===== config.mk =====
export PLATFORM = sky130hd
export DESIGN_NAME = sram_addr_loader
export DESIGN_NICKNAME = d
export VERILOG_FILES = /design/src/rtl/cpld_pkg.sv /design/src/rtl/sync_edge.sv /design/src/rtl/sram_addr_loader.sv
export SDC_FILE = /design/constraint.sdc
export NUM_CORES = 1
export LEC_CHECK = 0
export CAP_MARGIN = 5
export CORE_MARGIN = 2
export CORE_UTILIZATION = 55
export CTS_BUF_LIST = sky130_fd_sc_hd__clkbuf_16
export CTS_CLUSTER_DIAMETER = 100
export DETAILED_ROUTE_END_ITERATION = 16
export MAX_ROUTING_LAYER = met4
export PLACE_DENSITY = 0.77
export SYNTH_ARGS = -nofsm -noshare
export SYNTH_HDL_FRONTEND = slang
export SYNTH_HIERARCHICAL = 1
export SYNTH_SLANG_ARGS = --single-unit
export TNS_END_PERCENT = 5

===== constraint.sdc =====
create_clock -name avr_clk_i -period 2.4 [get_ports avr_clk_i]
set_input_delay 0.72 -clock avr_clk_i [delete_from_list [all_inputs] [get_ports avr_clk_i]]
set_output_delay 0.72 -clock avr_clk_i [all_outputs]
set_load 0.03 [all_outputs]

===== src/rtl/cpld_pkg.sv =====
// Shared constants and FSM encoding for the SRAM address loader.
package cpld_pkg;

  localparam int ADDR_W_DEFAULT = 24;
  localparam int BCNT_W_DEFAULT = $clog2(ADDR_W_DEFAULT + 2);

  typedef enum logic [1:0] {
    ST_IDLE  = 2'd0,
    ST_SHIFT = 2'd1,
    ST_SNES  = 2'd2
  } state_e;

endpackage


===== src/rtl/sync_edge.sv =====
// Two-flop synchroniser plus a history flop.
// Provides the synchronised level and single-cycle rise/fall strobes.
module sync_edge #(
  parameter logic RESET_VAL = 1'b0
) (
  input  logic clk_i,
  input  logic rst_ni,
  input  logic d_i,
  output logic level_o,
  output logic rise_o,
  output logic fall_o
);

  logic s1_q, s2_q, s3_q;

  always_ff @(posedge clk_i or negedge rst_ni) begin
    if (!rst_ni) begin
      s1_q <= RESET_VAL;
      s2_q <= RESET_VAL;
      s3_q <= RESET_VAL;
    end else begin
      s1_q <= d_i;
      s2_q <= s1_q;
      s3_q <= s2_q;
    end
  end

  assign level_o = s2_q;
  assign rise_o  = ~s3_q & s2_q;
  assign fall_o  = s3_q & ~s2_q;

endmodule


===== src/rtl/sram_addr_loader.sv =====
// Serial address loader with auto-increment counter and SNES/AVR SRAM address mux.
// Optional feature macro: SRAM_ADDR_WRAP_DETECT_EN (saturating counter + sticky addr_wrap).
module sram_addr_loader
  import cpld_pkg::*;
#(
  parameter int ADDR_W = ADDR_W_DEFAULT
) (
  input  logic              avr_clk_i,
  input  logic              avr_reset_n_i,
  input  logic              avr_si_i,
  input  logic              avr_sreg_en_n_i,
  input  logic              avr_counter_n_i,
  input  logic              avr_snes_mode_i,
  input  logic [ADDR_W-1:0] snes_addr_i,
  output logic [ADDR_W-1:0] sram_addr_o,
  output logic              load_ok_o,
  output logic              load_err_o,
  output logic              addr_wrap_o
);

  localparam int BCNT_W = $clog2(ADDR_W + 2);
  localparam logic [BCNT_W-1:0] BCNT_FULL = BCNT_W'(ADDR_W);
  localparam logic [BCNT_W-1:0] BCNT_MAX  = BCNT_W'(ADDR_W + 1);

  logic si_lvl, sreg_lvl, sreg_rise, strobe_fall, snes_lvl;

  sync_edge #(.RESET_VAL(1'b0)) u_sync_si (
    .clk_i(avr_clk_i), .rst_ni(avr_reset_n_i), .d_i(avr_si_i),
    .level_o(si_lvl), .rise_o(), .fall_o()
  );

  sync_edge #(.RESET_VAL(1'b1)) u_sync_sreg (
    .clk_i(avr_clk_i), .rst_ni(avr_reset_n_i), .d_i(avr_sreg_en_n_i),
    .level_o(sreg_lvl), .rise_o(sreg_rise), .fall_o()
  );

  sync_edge #(.RESET_VAL(1'b1)) u_sync_strobe (
    .clk_i(avr_clk_i), .rst_ni(avr_reset_n_i), .d_i(avr_counter_n_i),
    .level_o(), .rise_o(), .fall_o(strobe_fall)
  );

  sync_edge #(.RESET_VAL(1'b0)) u_sync_snes (
    .clk_i(avr_clk_i), .rst_ni(avr_reset_n_i), .d_i(avr_snes_mode_i),
    .level_o(snes_lvl), .rise_o(), .fall_o()
  );

  state_e              state_q, state_d;
  logic [ADDR_W-1:0]   cnt_q, cnt_d;
  logic [ADDR_W-1:0]   shreg_q, shreg_d;
  logic [BCNT_W-1:0]   bcnt_q, bcnt_d;
  logic [ADDR_W-1:0]   sram_q, sram_d;
  logic                ok_q, ok_d;
  logic                err_q, err_d;
`ifdef SRAM_ADDR_WRAP_DETECT_EN
  logic                wrap_q, wrap_d;
`endif

  always_ff @(posedge avr_clk_i or negedge avr_reset_n_i) begin
    if (!avr_reset_n_i) begin
      state_q <= ST_IDLE;
      cnt_q   <= '0;
      shreg_q <= '0;
      bcnt_q  <= '0;
      sram_q  <= '0;
      ok_q    <= 1'b0;
      err_q   <= 1'b0;
`ifdef SRAM_ADDR_WRAP_DETECT_EN
      wrap_q  <= 1'b0;
`endif
    end else begin
      state_q <= state_d;
      cnt_q   <= cnt_d;
      shreg_q <= shreg_d;
      bcnt_q  <= bcnt_d;
      sram_q  <= sram_d;
      ok_q    <= ok_d;
      err_q   <= err_d;
`ifdef SRAM_ADDR_WRAP_DETECT_EN
      wrap_q  <= wrap_d;
`endif
    end
  end

  // SNES mode outranks every other event; a load outranks a coincident strobe.
  always_comb begin
    state_d = state_q;
    cnt_d   = cnt_q;
    shreg_d = shreg_q;
    bcnt_d  = bcnt_q;
    ok_d    = 1'b0;
    err_d   = 1'b0;
`ifdef SRAM_ADDR_WRAP_DETECT_EN
    wrap_d  = wrap_q;
`endif
    unique case (state_q)
      ST_IDLE: begin
        if (snes_lvl) begin
          state_d = ST_SNES;
        end else if (!sreg_lvl) begin
          state_d = ST_SHIFT;
          bcnt_d  = '0;
        end else if (strobe_fall) begin
`ifdef SRAM_ADDR_WRAP_DETECT_EN
          if (&cnt_q) begin
            wrap_d = 1'b1;
          end else begin
            cnt_d = cnt_q + ADDR_W'(1);
          end
`else
          cnt_d = cnt_q + ADDR_W'(1);
`endif
        end
      end
      ST_SHIFT: begin
        if (snes_lvl) begin
          state_d = ST_SNES;
          bcnt_d  = '0;
        end else if (sreg_rise) begin
          state_d = ST_IDLE;
          if (bcnt_q == BCNT_FULL) begin
            cnt_d = shreg_q;
            ok_d  = 1'b1;
`ifdef SRAM_ADDR_WRAP_DETECT_EN
            wrap_d = 1'b0;
`endif
          end else begin
            err_d = 1'b1;
          end
        end else if (strobe_fall) begin
          shreg_d = {shreg_q[ADDR_W-2:0], si_lvl};
          if (bcnt_q != BCNT_MAX) begin
            bcnt_d = bcnt_q + BCNT_W'(1);
          end
        end
      end
      ST_SNES: begin
        if (!snes_lvl) begin
          state_d = ST_IDLE;
        end
      end
      default: state_d = ST_IDLE;
    endcase
  end

  always_comb begin
    sram_d = cnt_q;
    if (state_q == ST_SNES) begin
      sram_d = snes_addr_i;
    end
  end

  assign sram_addr_o = sram_q;
  assign load_ok_o   = ok_q;
  assign load_err_o  = err_q;
`ifdef SRAM_ADDR_WRAP_DETECT_EN
  assign addr_wrap_o = wrap_q;
`else
  assign addr_wrap_o = 1'b0;
`endif

endmodule


# Word-level counts from Yosys, hierarchy flattened
# Index checks and enable logic that the tools add are counted.
# word_totals
reg_bits	91
input_bits	30
out_inout_bits	27
elab_cells	77
# op_classes
n_addsub	2
eq_ne	17
mux	29
bitwise	6
n_reduce_logical	6
# op_table
op	count
2-to-1 mux 24 bit	7
case mux 24 bit (2 select lines)	1
2-to-1 mux 5 bit	6
adder 24 x 1 -> 24 bit, second input constant	1
inequality test 3 x 2 -> 1 bit, second input constant	5
inequality test 2 bit, second input constant	7
2-to-1 mux 2 bit	5
case mux 5 bit (2 select lines)	1
2-to-1 mux 1 bit	8
AND reduction 7 bit	1
case mux 2 bit (3 select lines)	1
AND reduction 6 bit	1
adder 5 x 1 -> 5 bit, second input constant	1
== test 5 bit, second input constant	1
inequality test 5 bit, second input constant	1
NOT 1 bit	4
AND reduction 4 bit	1
AND reduction 3 bit	1
bitwise AND 1 bit	2
== test 2 x 1 -> 1 bit, second input constant	1
== test 2 bit, second input constant	1
logical NOT 2 bit	1
inequality test 2 x 1 -> 1 bit, second input constant	1
nonzero test 2 bit	1

# Longest topological paths before layout
# Gate-level depths: netlist of run 1.
# logic_depth
depth_word	6
ltp_mapped	8
mapped_depth_nobuf	7

# By module
# The synthesis of run 1 kept the hierarchy.
# by_module_without_submodules
mod	n_inst	cells_per_inst	area_each_um2	seq_area_each_um2
sram_addr_loader	1	347	3808.7	2026.9
sync_edge at u_sync_sreg ...	2	5	93.8	78.8
sync_edge at u_sync_si ...	2	5	90.1	75.1

# Worst setup path after synthesis of run 1
# OpenSTA, ideal clock, no wires.
# synth_timing
path_type	register to register
start	reg u_sync_sreg.s2_q, in the netlist u_sync_sreg/level_o
end	reg shreg_q[10]
setup_ns	0.125
arrival_time_ns	1.883
setup_slack_ns	0.392
path_stages_with_launch	7
path_buffers	2
synth_period_minus_slack_ns	2.008
cell_sequence	dfstp_2 > nor2b_1 > nand2b_1 > or3_1 > clkbuf_1 > clkbuf_1 > mux2_2
# synth_via
elab_chain_cells	3
# synth_lines
element	line_no	rtl
start, declared	sync_edge.sv:14	logic s1_q, s2_q, s3_q;
start signal, assigned	sync_edge.sv:23	s2_q <= s1_q;
bitwise AND 1 bit	sync_edge.sv:29	assign rise_o = ~s3_q & s2_q;
named net sreg_rise	sram_addr_loader.sv:25	logic si_lvl, sreg_lvl, sreg_rise, strobe_fall, snes_lvl;
NOT 1 bit (no source line)	--	
AND reduction 4 bit (no source line)	--	
end signal, assigned	sram_addr_loader.sv:73	shreg_q <= shreg_d;
end, declared	sram_addr_loader.sv:49	logic [ADDR_W-1:0] shreg_q, shreg_d;
# The timed path passes the listed nets, and every way through them passes these cells.
# A chain may end at the register's enable or synchronous reset.

# Final worst setup path of run 1
# layout_timing
start	reg bcnt_q[0]
end	reg cnt_q[23]
# layout_via
elab_chain_cells	3
# layout_lines
element	line_no	rtl
start, declared	sram_addr_loader.sv:50	logic [BCNT_W-1:0] bcnt_q, bcnt_d;
start signal, assigned	sram_addr_loader.sv:74	bcnt_q <= bcnt_d;
== test 5 bit	sram_addr_loader.sv:120	if (bcnt_q == BCNT_FULL) begin
inequality test 2 bit (no source line)	--	
AND reduction 7 bit (no source line)	--	
end signal, assigned	sram_addr_loader.sv:72	cnt_q <= cnt_d;
end, declared	sram_addr_loader.sv:48	logic [ADDR_W-1:0] cnt_q, cnt_d;
# Every way passes these cells.

==> results of run 1 <==
==> critical path, delay by kind of cell (launching register included) <==
family / cells / cell delay, ps
AND/OR/NAND/NOR: 4 / 880
AO/OA/AOI/OAI: 1 / 480
flip-flops: 1 / 420
adder cells (fa/ha/maj): 1 / 140
buffers and inverters: 1 / 90
==> sequential cells by signal, summed over array words and instances, names as in the netlist <==
name and count:
u_sync_sreg/level_o 1, u_sync_strobe/level_o 1, u_sync_snes/level_o 1, bcnt_q 5, sram_addr_o 24, load_err_o 1
u_sync_si/s1_q 1, shreg_q 24, state_q 2, u_sync_si/level_o 1, cnt_q 24, u_sync_sreg/s1_q 1
u_sync_snes/s1_q 1, u_sync_strobe/s3_q 1, load_ok_o 1, u_sync_strobe/s1_q 1, u_sync_sreg/s3_q 1
==> stage by stage <==
stage	instance area (µm²)	util	worst slack (ps)	hold slack, ps
5_1_grt	5110	0.708	36.6	342
3_3_place_gp	4750	0.659	447	332
4_1_cts	5110	0.708	265	326
3_5_place_dp	4750	0.659	359	337
2_1_floorplan	4080	-	401	331
6_report	5110	0.708	251	323
==> layer usage <==
| layer | up-vias | global-route usage |
|---|---|---|
| li1 | 1432 | - |
| met3 | 29 | 0.0612 |
| met2 | 151 | 0.349 |
| met1 | 1533 | 0.330 |
| met5 | - | - |
| met4 | 0 | 0.0936 |
==> final cells by class <==
class                   instances  share of cell area
clock buffers                   9              0.0441
clock inverters                 7              0.0257
inverters                       7             0.00514
multi-input cells             240               0.329
flip-flops and latches         91               0.447
well taps                      99              0.0242
repair buffers                 65               0.124
==> cells in the final DEF, fill, tap and decap left out, types with 4 or more instances in the layout <==
master,count
nor4_1,6
nand2b_1,6
clkdlybuf4s50_1,54
buf_4,10
bufinv_16,4
nor3_1,8
and3_1,5
inv_1,8
clkbuf_16,9
dfrtp_1,85
nand4_1,5
o41ai_1,4
a2bb2oi_1,4
or3_1,4
mux2_2,47
nor2_1,13
a21oi_1,29
dfstp_2,6
ha_1,4
nand3_1,18
o22ai_1,8
o21ai_0,18
nand2_1,22
==> where the power goes <==
part           switching, mW  internal [mW]
clock network          0.551           1.11
logic                  0.264          0.239
registers             0.0961           1.65
total                  0.911           3.00
==> path summary, 6_finish.rpt <==
kind                                        to  slack (ps)  cells past startpoint
max in group asynchronous            cnt_q[13]        1500                      2
setup / recovery                     cnt_q[23]         250                      7
hold reg to reg            u_sync_snes/level_o         350                      0
hold / removal                 sram_addr_o[23]         320                      1
min in group avr_clk_i     u_sync_snes/level_o         350                      0
setup reg to reg                     cnt_q[23]         250                      7
==> reports/qor.txt, run 1 <==
Result of the run - complete, no violations
Top layer in use - met4
# fillers - 526
Minimum period implied by the final worst setup slack - 2150 ps
TritonCTS clock tree - yes
Largest net degree at the start of global routing - 46
Yosys synthesis warning count - 6
Antenna fix cells - 0
Worst slew pin tran - 515 ps
Buffers added on ports - 55
Count of final hold-check violations - 0
Highest clock rate - 465 MHz
Power per cell area - 765 nW/µm²
GRT Overall Usage - 0.241
Worst setup path startpoint - bcnt_q[0]
Delay contributed by the slowest stage of the critical path - 480 ps
Final wirelength - 8.83 mm
Die width - 90.1 µm
Final Cycle Share - 0.896
CP endpoint kind - flip-flop
Final GP Congestion - 0.907
Avg Inst Size Synth - 11.4 µm²
DRC marker count from the first detailed-route iteration - 466
Proportion of layout cells with a drive suffix above 1 - 0.198
Pins Over Slew Limit - 0
Worst slew margin relative to its limit - 0.653
Initial core utilization - 0.566
Final clock skew - 7.09 ps
Die Y-Extent - 90.1 µm
Met3 routed WL - 624 µm
Mapped cell area - 4080 µm²
Largest fanout on the critical path - 12
CTS Hold Bufs - 0
Detail-routed via count per cell - 6.07
Number of cells produced by synthesis - 359
Worst-skew pair later-pin latency - 340 ps
Origin of the critical flop-to-flop path - bcnt_q[0]
Area used by sequential logic in the layout - 2280 µm²
Cell type of the slowest stage on the worst timing path - o41ai_1
Power, Total - 3.91 mW
Clock Sinks - 91
Number of cell rows - 31
Number of buffers created by CTS - 9
Combined area of the multi-input logic cells - 1680 µm²
Post-route setup TNS - 0 ps
Routed wire length per instance - 17.0 µm
Initial antenna violation count - 0
WP data required - 2600 ps
Sum of overflow across all layers after global routing - 0
Post-route antenna net violation count - 0
Area delta synth->final - 25.2%
Number of global-route vias before repair - 3036
Leakage dissipation - 2.24 nW
Cell total after placement - 502
Nets - 448
Synthesized Nets - 393
Area inside the core boundary - 7210 µm²
Routed met1 length - 3.88 mm
# Post-CTS Setup Buffers - 0
Clock transition at the registers of the reported paths - 60 ps
Worst hold path class - in -> async
Number of detailed-routing iterations run before antenna repair - 5
Total of endpoints with negative setup slack in the final report - 0
Non-filler instance count after layout - 518
Max-cap violations - 0
Crit path arrival time - 2350 ps
Die Outline Area - 8130 µm²
Boundary pin count - 57
Wire length of the first global-routing pass - 15.1 mm
Kind of start point of the critical path - flip-flop
Detail Route met2 WL - 4.05 mm
Start-to-end type of the worst setup path - reg -> reg
Setup repair after global routing missed its margin - false
Buffer type at the clock tree root - clkbuf_16
Quantity of gates resized following cts - 0
Cells traversed along the worst timing path - inv_1 -> ha_1 -> and4b_1 -> nand4_1 -> and2_1 -> o41ai_1 -> nor3_1
Number of buffers on the longest clock path - 2
Drt drc - 0
Detailed-placement wirelength estimate - 5.90 mm
Via total after detailed routing - 3145
Max VDD drop - 0.565 mV
Number of H-tree levels - 3
Power figures use the tool's default switching activity.
==> inputs of run 2 (changes only) <==
CORE_ASPECT_RATIO = 1.75   (was not set)
==> run 2 against run 1 <==
Non-clock buffer count unchanged; fmax increased by 3.6%; clock-buffer cell count unchanged; first-iteration DRC count decreased by 37%; largest cell class unchanged; sequential share of layout area increased by 0.95 points; critical path type unchanged; critical path depth decreased by 1; combinational power about the same; largest power group unchanged; final cell count decreased by 2.5%.
==> reports/qor.txt, run 2 (synthesized netlist as in run 1, its figures left out) <==
Sum of overflow across all layers after global routing - 0
Post-route setup TNS - 0 ps
# Post-CTS Setup Buffers - 0
# fillers - 526
Power per cell area - 690 nW/µm²
CP endpoint kind - flip-flop
Clock Sinks - 91
DRC marker count from the first detailed-route iteration - 295
Pre-CTS setup slack - 373 ps
Worst-skew pair later-pin latency - 350 ps
Die Outline Area - 8150 µm²
GRT Overall Usage - 0.234
Most frequent cells in the layout - dfrtp_1 (85), clkdlybuf4s50_1 (54), mux2_2 (47)
Die width - 69.1 µm
Number of buffers on the longest clock path - 2
Worst slew margin relative to its limit - 0.669
Number of cell rows - 41
Post-route antenna net violation count - 0
Cell internal power dissipation - 2.56 mW
Hold_ws - 332 ps
Origin of the critical flop-to-flop path - cnt_q[0]
Path depth of the worst reg2reg path - 6
Final GP Congestion - 0.893
Pins Over Slew Limit - 0
Drt drc - 0
Detailed-placement wirelength estimate - 5.91 mm
Dominant delay contributor by cell family on the critical path - simple AND/OR/NAND/NOR gates
Buffers added on ports - 55
Clock transition at the registers of the reported paths - 60 ps
Cell type of the slowest stage on the worst timing path - nor4_1
Worst slew pin tran - 492 ps
Detail-routed via count per cell - 6.04
Wire length of the first global-routing pass - 14.8 mm
Buffer type at the clock tree root - clkbuf_16
WP data required - 2630 ps
Final clock skew - 5.63 ps
Crit path arrival time - 2310 ps
Combinational group share of total power - 0.145
Net switching power - 889 µW
Count of final hold-check violations - 0
Setup repair after global routing missed its margin - false
Via total after detailed routing - 3050
Boundary pin count - 57
Largest net degree at the start of global routing - 46
CP Buf/Inv Count - 0
Initial core utilization - 0.568
Max-cap violations - 0
Number of H-tree levels - 3
Largest fanout on the critical path - 5
Quantity of gates resized following cts - 0
Delay contributed by the slowest stage of the critical path - 530 ps
Nets - 448
Leading cell type in the layout, fill and taps excluded - dfrtp_1
Relative contribution of the clock network to total power - 0.353
Area delta synth->final - 22.6%
Worst hold path class - in -> async
Initial antenna violation count - 0
Number of global-route vias before repair - 3135
Minimum period implied by the final worst setup slack - 2070 ps
Leakage dissipation - 2.21 nW
Endpoint of the worst register-to-register path - cnt_q[18]
Routed wire length per instance - 17.3 µm
Proportion of layout cells with a drive suffix above 1 - 0.193
Area used by sequential logic in the layout - 2280 µm²
Final wirelength - 8.72 mm
Highest clock rate - 482 MHz
Result of the run - complete, no violations
Final worst-path setup slack - 325 ps
Portion of total power attributed to sequential cells - 0.503
Combined area of the multi-input logic cells - 1680 µm²
TritonCTS clock tree - yes
Antenna fix cells - 0
Number of buffers created by CTS - 9
Start-to-end type of the worst setup path - reg -> reg
Internal reg-to-reg setup slack - 330 ps
Area inside the core boundary - 7180 µm²
Net switching share of the total power - 0.258
Die Y-Extent - 118 µm
Number of detailed-routing iterations run before antenna repair - 4
Kind of start point of the critical path - flip-flop
Final Cycle Share - 0.864
Power, Total - 3.45 mW
CTS Hold Bufs - 0
Max VDD drop - 0.552 mV
Total of endpoints with negative setup slack in the final report - 0
Cells traversed along the worst timing path - ha_1 -> and3_1 -> nand3_1 -> nor4_1 -> nor3_1 -> a311oi_1
[run 2: changes by cell type in the layout (fill, tap and decap cells not counted)]
cell	previous run	this run
bufinv_16	4	0
clkinv_2	0	2
inv_1	8	10
buf_12	1	2
buf_4	10	9
[run 2: metal layers]
layer  vias up  wire length [µm]  GRT usage
li1       1427                 -          -
met1      1482              3370      0.267
met2       119              4600      0.381
met3        22               449     0.0402
met4         0               297      0.141
met5         -                 0          -
[run 2: worst max-delay path by stage]
stage | start | to | slack (ps) | cells after the start
floorplan | u_sync_sreg/level_o | shreg_q[10] | 400 | 6
finish | cnt_q[0] | cnt_q[18] | 330 | 6
CTS | sram_addr_o[22] | sram_addr_o[22] | 330 | 1
detailed placement | bcnt_q[0] | cnt_q[23] | 370 | 7
global placement | bcnt_q[0] | cnt_q[23] | 470 | 7
global route | u_sync_sreg/level_o | cnt_q[23] | 130 | 5
[run 2: per-stage QoR]
step	cells	instance area, µm²	util
finish	505	5000	0.697
global placement	489	4750	0.661
global route	505	5000	0.697
floorplan	359	4080	-
CTS	505	5000	0.697
detailed placement	489	4750	0.661
[run 2: power groups by stage]
stage	combinational, mW	sequential, mW	clock, mW
final	0.500	1.74	1.22
after global routing	0.545	1.75	1.29
after CTS	0.506	1.74	1.25
after detailed placement	0.504	1.76	0
after global placement	0.493	1.76	0
after floorplan	0.188	1.84	0
[run 2: final cells by class]
class	instances	area share
clock inverters	7	0.00575
clock buffers	9	0.0450
inverters	7	0.00525
multi-input cells	240	0.336
well taps	86	0.0215
flip-flops and latches	91	0.457
repair buffers	65	0.130
[run 2: worst register-to-register path, cell delays in order (launching register included)]
cell and delay (ps):
dfrtp_1 410, ha_1 200, and3_1 220, nand3_1 190, nor4_1 530, nor3_1 100
a311oi_1 320
==> inputs of run 3 (changes only) <==
RECOVER_POWER = 100   (was not set)
==> run 3 against run 2 <==
Total power decreased by 0.80%; routed wire length decreased by 0.79%; die area unchanged; largest power group unchanged; combinational power decreased by 5.0%; first-iteration DRC count increased by 17%; hold slack improved by 21 ps; clock power about the same; critical path type is now reg -> out; cell area decreased by 0.63%.
==> reports/qor.txt, run 3 (synthesized netlist as in run 1, its figures left out) <==
Result of the run - complete, no violations
Sum of overflow across all layers after global routing - 0
Initial core utilization - 0.568
Final design instance area without fill - 4970 µm²
Stages on worst setup path - 1
Worst slew margin relative to its limit - 0.391
Pins Over Slew Limit - 0
Quantity of gates resized following cts - 0
Number of buffers created by CTS - 9
Proportion of layout cells with a drive suffix above 1 - 0.186
Leakage dissipation - 2.25 nW
Max-cap violations - 0
Boundary pin count - 57
Die Outline Area - 8150 µm²
Worst hold path class - reg -> reg
Number of buffers on the longest clock path - 2
Die width - 69.1 µm
Wire length of the first global-routing pass - 14.8 mm
# fillers - 526
Buffers added on ports - 55
Clock Sinks - 91
Total of endpoints with negative setup slack in the final report - 0
Start-to-end type of the worst setup path - reg -> out
Initial antenna violation count - 0
Crit path arrival time - 1410 ps
Total cell area at the placement stage - 4750 µm²
CTS Hold Bufs - 0
Endpoint of the worst register-to-register path - shreg_q[12]
Max VDD drop - 0.549 mV
Detail-routed via count per cell - 6.05
Busiest grt layer - met2
DRC marker count from the first detailed-route iteration - 344
Origin of the critical flop-to-flop path - u_sync_sreg/level_o
Worst-skew pair later-pin latency - 350 ps
Final clock skew - 6.03 ps
Final GP Congestion - 0.893
Post-route antenna net violation count - 0
# Post-CTS Setup Buffers - 0
Number of H-tree levels - 3
Detailed-placement wirelength estimate - 5.91 mm
Via total after detailed routing - 3053
TritonCTS clock tree - yes
Area delta synth->final - 21.8%
Power, Total - 3.43 mW
Worst setup path startpoint - sram_addr_o[22]
Met2 usage in global routing - 0.381
Setup repair after global routing missed its margin - false
Path depth of the worst reg2reg path - 5
Largest fanout on the critical path - 1
Number of cell rows - 41
Power per cell area - 689 nW/µm²
CP endpoint kind - output port
Antenna fix cells - 0
Drt drc - 0
WP data required - 1680 ps
Final Cycle Share - 0.886
Dominant delay contributor by cell family on the critical path - buffers and inverters
CP Capture Point - sram_addr_o[22]
Cells traversed along the worst timing path - dlygate4sd3_1
CP Buf/Inv Count - 1
Nets - 448
Number of global-route vias before repair - 3135
Largest net degree at the start of global routing - 46
Global-route track usage on met3 - 0.0402
Global-route track usage on met1 - 0.267
Hold path startpoint - u_sync_si/s1_q
Area inside the core boundary - 7180 µm²
Delay contributed by the slowest stage of the critical path - 740 ps
Count of final hold-check violations - 0
Die Y-Extent - 118 µm
Routed wire length per instance - 17.1 µm
GRT Overall Usage - 0.234
Clock transition at the registers of the reported paths - 60 ps
Buffer type at the clock tree root - clkbuf_16
Highest clock rate - 470 MHz
Final wirelength - 8.65 mm
Number of detailed-routing iterations run before antenna repair - 4
Kind of start point of the critical path - flip-flop
Post-route setup TNS - 0 ps
Most frequent cells in the layout - dfrtp_1 (85), mux2_2 (47), dlygate4sd3_1 (30)
Leading cell type in the layout, fill and taps excluded - dfrtp_1
Minimum period implied by the final worst setup slack - 2130 ps
Internal reg-to-reg setup slack - 290 ps
Worst slew pin tran - 913 ps
Cell type of the slowest stage on the worst timing path - dlygate4sd3_1
-- run 3: cell count changes in the layout (fill, tap and decap cells not counted) --
| cell | before | now |
|---|---|---|
| buf_12 | 2 | 1 |
| dfstp_2 | 6 | 5 |
| buf_4 | 9 | 5 |
| clkbuf_2 | 0 | 5 |
| nor2b_1 | 3 | 4 |
| or4_1 | 1 | 2 |
| dfstp_1 | 0 | 1 |
| clkdlybuf4s50_1 | 54 | 24 |
| nor2b_2 | 1 | 0 |
| dlygate4sd3_1 | 0 | 30 |
| or4_4 | 1 | 0 |
-- run 3: power breakdown --
part / leakage [nW] / internal [mW] / switching (mW) / total, mW
registers: 1.20 / 1.65 / 0.0857 / 1.73
clock network: 0.138 / 0.678 / 0.541 / 1.22
logic: 0.915 / 0.215 / 0.260 / 0.475
-- run 3: per-stage QoR --
step                hold slack [ps]  setup WS, ps  utilization  cells
detailed placement              341           373        0.661    489
global route                    354           103        0.692    505
global placement                335           472        0.661    489
finish                          353           274        0.692    505
CTS                             352           326        0.697    505
floorplan                       331           401            -    359
-- run 3: layout make-up --
class	count	area (µm²)	area share
multi-input cells	240	1680	0.337
clock inverters	7	28.8	0.00579
repair buffers	65	623	0.125
well taps	86	108	0.0216
clock buffers	9	225	0.0453
flip-flops and latches	91	2280	0.459
inverters	7	26.3	0.00528
-- run 3: worst min-delay path by stage --
stage	end	depth (start not counted)	slack (ps)
floorplan	u_sync_si/level_o	0	330
global placement	u_sync_si/level_o	0	330
detailed placement	u_sync_snes/level_o	0	340
CTS	cnt_q[17]	1	350
global route	u_sync_si/level_o	0	350
finish	u_sync_si/level_o	0	350
-- run 3: routing by layer --
metal / wire, µm / vias up
li1: - / 1430
met1: 3380 / 1499
met2: 4600 / 105
met3: 401 / 19
met4: 265 / 0
met5: 0 / -
